### config.mk
export PLATFORM = sky130hd
export DESIGN_NAME = pc_fetch_sequencer
export DESIGN_NICKNAME = d
export VERILOG_FILES = /design/src/rtl/pc_fetch_sequencer.sv
export SDC_FILE = /design/constraint.sdc
export NUM_CORES = 1
export LEC_CHECK = 0
export CORE_MARGIN = 2
export CORE_UTILIZATION = 45
export DETAILED_ROUTE_END_ITERATION = 12
export PLACE_DENSITY = 0.81
export SETUP_SLACK_MARGIN = 0.02
export SYNTH_ARGS = -nofsm -noshare
export SYNTH_HDL_FRONTEND = slang
export SYNTH_SLANG_ARGS = --single-unit
### constraint.sdc
create_clock -name clk -period 2.5 [get_ports clk]
set_input_delay 0.25 -clock clk [delete_from_list [all_inputs] [get_ports clk]]
set_output_delay 0.25 -clock clk [all_outputs]
set_load 0.05 [all_outputs]
### src/rtl/pc_fetch_sequencer.sv
// Instruction-fetch PC sequencer: boot load, sequential stepping, trap/redirect
// steering, single-outstanding imem handshake and valid/ready handoff to decode.
module pc_fetch_sequencer #(
    parameter int unsigned XLEN = 32,
    parameter int unsigned ILEN = 32,
    parameter int unsigned INC  = 4
) (
    input  logic            clk,
    input  logic            rst,
    input  logic [XLEN-1:0] boot_addr,
    input  logic            redirect_valid,
    input  logic [XLEN-1:0] redirect_target,
    input  logic            trap_valid,
    input  logic [XLEN-1:0] trap_target,
    input  logic            halt,
    output logic            imem_req,
    output logic [XLEN-1:0] imem_addr,
    input  logic            imem_ack,
    input  logic [ILEN-1:0] imem_rdata,
    output logic            inst_valid,
    input  logic            inst_ready,
    output logic [ILEN-1:0] inst_data,
    output logic [XLEN-1:0] inst_pc,
    output logic [XLEN-1:0] pc_out,
    output logic            halted
);

    typedef enum logic [1:0] {
        S_BOOT   = 2'd0,
        S_REQ    = 2'd1,
        S_VALID  = 2'd2,
        S_HALTED = 2'd3
    } state_e;

    state_e          state_q, state_d;
    logic [XLEN-1:0] pc_q, pc_d;
    logic [XLEN-1:0] pend_q, pend_d;
    logic [ILEN-1:0] inst_data_q, inst_data_d;
    logic [XLEN-1:0] inst_pc_q, inst_pc_d;
    logic            kill_q, kill_d;

    logic            redir;
    logic [XLEN-1:0] redir_sel;
    logic [XLEN-1:0] redir_tgt;

    // Trap beats redirect; targets are forced word-aligned.
    assign redir     = trap_valid | redirect_valid;
    assign redir_sel = trap_valid ? trap_target : redirect_target;
    assign redir_tgt = {redir_sel[XLEN-1:2], 2'b00};

    always_ff @(posedge clk or negedge rst) begin
        if (!rst) begin
            state_q <= S_BOOT;
        end else begin
            state_q <= state_d;
        end
    end

    always_comb begin
        state_d = state_q;
        unique case (state_q)
            S_BOOT:   state_d = halt ? S_HALTED : S_REQ;
            S_REQ:    if (imem_ack && !kill_q && !redir) state_d = S_VALID;
            S_VALID:  if (redir || inst_ready) state_d = halt ? S_HALTED : S_REQ;
            S_HALTED: if (!redir && !halt) state_d = S_REQ;
            default:  state_d = S_BOOT;
        endcase
    end

    always_comb begin
        imem_req   = (state_q == S_REQ);
        inst_valid = (state_q == S_VALID);
        halted     = (state_q == S_HALTED);
    end

    always_ff @(posedge clk or negedge rst) begin
        if (!rst) begin
            pc_q        <= '0;
            pend_q      <= '0;
            inst_data_q <= '0;
            inst_pc_q   <= '0;
            kill_q      <= 1'b0;
        end else begin
            pc_q        <= pc_d;
            pend_q      <= pend_d;
            inst_data_q <= inst_data_d;
            inst_pc_q   <= inst_pc_d;
            kill_q      <= kill_d;
        end
    end

    // A redirect seen while a request is outstanding is parked in pend_q and
    // applied when the ack retires the (discarded) word.
    always_comb begin
        pc_d        = pc_q;
        pend_d      = pend_q;
        inst_data_d = inst_data_q;
        inst_pc_d   = inst_pc_q;
        kill_d      = kill_q;
        unique case (state_q)
            S_BOOT: pc_d = boot_addr;
            S_REQ: begin
                if (imem_ack) begin
                    if (kill_q || redir) begin
                        pc_d   = redir ? redir_tgt : pend_q;
                        kill_d = 1'b0;
                    end else begin
                        inst_data_d = imem_rdata;
                        inst_pc_d   = pc_q;
                        pc_d        = pc_q + XLEN'(INC);
                    end
                end else if (redir) begin
                    kill_d = 1'b1;
                    pend_d = redir_tgt;
                end
            end
            S_VALID:  if (redir) pc_d = redir_tgt;
            S_HALTED: if (redir) pc_d = redir_tgt;
            default:  pc_d = pc_q;
        endcase
    end

    assign imem_addr = pc_q;
    assign pc_out    = pc_q;
    assign inst_data = inst_data_q;
    assign inst_pc   = inst_pc_q;

endmodule

==> flow_metrics.py <==
metrics = {
    "synthesis": {
        "yosys_warnings": 0,
        "netlist_area_um2": 7310,
        "synthFlopType": "dfrtp_1",
        "synth_edf_count": 0,
        "yosysSeqAreaShare_pct": 44.8,
        "ys_ff_latch": 131,
        "synth_top_family_by_area": "compound AO/OA/AOI/OAI gates",
        "synth_simple_gate_area_share_pct": 12.0,
        "synth_compound_area_share_pct": 19.3,
        "synth_mux_area_share_pct": 16.0,
        "yosysUniqueCellTypes": 73,
        "synth_nets": 852,
        "synth_top_area_cell": "dfrtp_1",
        "synth_xor_area_share_pct": 0,
        "postSynthAreaPerCell_um2": 10.2,
        "syn_inst": 716,
        "async_flop_share_pct": 100,
        "synth_adder_area_share_pct": 0.171,
        "synth_top_area_share_pct": 44.8,
        "synthTopCellsByArea": "dfrtp_1 45%, mux2_2 13%, buf_4 4.1%, a21oi_1 3.3%, o21ai_0 3.1%",
    },
    "final_layout": {
        "syn2layout_area_growth_pct": 47.3,
        "finalCoreUtilization_pct": 67.8,
        "fin_cells": 1186,
        "fillers": 1283,
        "final_cell_mix": "256 x clkdlybuf4s50_1, 131 x dfrtp_1, 86 x mux2_2",
        "drive_gt1_share_pct": 19.8,
        "nNetsFinal": 1093,
        "final_common_cell": "clkdlybuf4s50_1",
        "antenna_cells": 0,
    },
    "worst_setup_path": {
        "r2r_slack_ns": 0.45,
        "crit_slowest_cell": "dfrtp_1",
        "cpMostUsedCell": "buf_4",
        "worst-setup-path-type": "reg2out",
        "cp.required_ns": 2.25,
        "cp_max_fo": 29,
        "start_kind": "flip-flop",
        "critPathCaptureType": "primary output",
        "r2r_start": "imem_addr[11]$_DFFE_PN0P_",
        "max_stage_delay_ns": 0.37,
        "worst-r2r-cell-count": 5,
        "cp.arrival_ns": 2.09,
        "crit_start": "state_q[1]$_DFFE_PN0P_",
        "worstPathCellList": "buf_4, clkinvlp_4, buf_4, nor2_1, buf_12",
        "crit_path_end": "halted",
        "rr_endpoint": "imem_addr[24]$_DFFE_PN0P_",
    },
    "timing": {
        "whs_ns": 0.342,
        "fin_setup_tns_ns": 0,
        "max_freq_ghz": 0.427,
        "report.final.slew_viol_count": 0,
        "setup_viol_count_final": 0,
        "hold_violations": 0,
        "tightest_slew_ns": 0.600,
        "maxSlewHeadroom_pct": 59.7,
        "worst_slack_ns": 0.156,
        "finClkSkew_ns": 0.00634,
        "rsz0062_at_grt": "false",
        "period_minus_slack_ns": 2.34,
        "fin_crit_sh_pct": 93.7,
    },
    "clocking": {
        "clock-sinks": 131,
        "clockBufferDepth": 2,
        "cts_buffers": 17,
        "h-tree-depth": 4,
        "clkTransAtPathRegs_ns": 0.06,
        "clk_latency_ns": 0.42,
        "cts_tree": "done",
        "cts-root-buf": "clkbuf_16",
        "cts_setup_buffers": 0,
    },
    "floorplanning": {
        "coreArea_um2": 15900,
        "die_y_um": 131,
        "num_io_pins": 266,
        "die_w_um": 131,
        "start_util_pct": 46.0,
        "die-area_um2": 17300,
        "core.rowCount": 46,
    },
    "global_route": {
        "grt_pass1_vias": 6932,
        "grt_pass1_wl_um": 37500,
        "antenna_found_initial": 0,
        "grt_max_degree": 51,
        "overflow": 0,
        "grt_usage_pct": 27.3,
    },
    "power": {
        "p_sw_share_pct": 48.2,
        "power_density_nw_per_um2": 1440,
        "peakVddDrop_v": 0.00115,
        "p_int_mw": 8.03,
        "p_leak_nw": 4.32,
        "power.share.sequential_pct": 25.2,
        "p_sw_mw": 7.49,
        "pwr-share-comb_pct": 57.3,
        "clkPwrFrac_pct": 17.5,
    },
    "placed_design": {
        "place_inst": 1153,
        "place_ws_ns": 0.115,
        "port_buffers": 261,
        "gp_congestion": 0.897,
        "dp_hpwl_um": 17200,
    },
    "worst_hold_path": {
        "hold_class": "in2async",
    },
    "drt": {
        "drtIter0Drc": 587,
        "drc": 0,
        "viasPerCell": 5.86,
        "first_pass_iters": 7,
        "wl_um": 23400,
        "routed-via-count": 6945,
        "drt-wirelength-per-cell_um": 19.8,
        "drtAntennaViolNets": 0,
    },
    "run": {
        "drv_cap": 0,
    },
    "status": {
        "status": "finished clean",
    },
}
[critical path: cells and delay by family, from the launching register on]
family / cells / cell delay (ns)
DFF: 1 / 0.37
and+or+nand+nor: 1 / 0.18
buffers and inverters: 4 / 1.10
[final cells by class]
class	instances	area, um^2	area share [%]
repair buffers	310	3030	28.2
flip-flops and latches	131	3280	30.4
clock buffers	21	470	4.37
clock inverters	11	175	1.63
multi-input cells	488	3500	32.5
inverters	9	37.5	0.349
well taps	216	270	2.51
[stage by stage]
| stage | total power [mW] | area [um^2] |
|---|---|---|
| final | 15.5 | 10800 |
| after global routing | 16.1 | 10800 |
| after CTS | 15.6 | 10800 |
| after detailed placement | 12.8 | 10100 |
| after global placement | 12.6 | 10100 |
| after floorplan | 9.82 | 7310 |
[power by group through the flow]
stage               registers [mW]  logic, mW  clock network, mW
finish                        3.91       8.89               2.72
floorplan                     6.54       3.28                  0
CTS                           3.90       8.90               2.75
global route                  4.06       9.24               2.84
detailed placement            3.93       8.87                  0
global placement              3.89       8.76                  0
[repair_timing]
action,4_1_cts,5_1_grt
hold buffers,1,0
hold endpoints to repair,48,0
setup endpoints to repair,0,2
gates resized for setup,0,1
[state kept, by name (all words and copies together), names as in the netlist]
register,count
state_q,2
inst_pc,32
inst_data,32
imem_addr,32
kill_q,1
pend_q,32
[how the worst min path moves through the flow]
stage,from,endpoint,cells past startpoint
after detailed placement,rst,pend_q[22]$_DFFE_PN0P_,1
after CTS,rst,pend_q[22]$_DFFE_PN0P_,2
after floorplan,rst,imem_addr[0]$_DFFE_PN0P_,0
final,rst,pend_q[22]$_DFFE_PN0P_,2
after global placement,rst,pend_q[18]$_DFFE_PN0P_,1
after global routing,rst,pend_q[23]$_DFFE_PN0P_,2
[cell families after synthesis]
kind of cell | count (synthesis)
buf+inv | 97
simple gates | 169
fa+ha+maj | 1
flops | 131
mux | 106
compound gates | 212
[synth_stat cells (5+ instances only)]
library cell and n:
a31oi_1 14, and3_1 7, nor2b_1 7, mux2_2 86, mux2i_1 20, inv_1 8
a22oi_1 11, nand2_1 32, dfrtp_1 131, o21ai_0 46, a21oi_1 48, o211ai_1 9
o22ai_1 6, nor2_1 56, buf_2 22, nand3_1 14, a211oi_1 6, nor3_1 11
buf_4 40, or3_1 6, a22o_1 7, a221oi_1 5, clkbuf_1 22, nand4_1 6
[routing by layer]
layer	GRT usage, %	vias up	part of all wire (%)
li1	-	3119	-
met1	36.1	3390	41
met2	45.4	390	49
met3	5.09	46	8.2
met4	8.76	0	2.2
met5	0	-	0
Note: power is estimated with default switching activity, not from simulation.
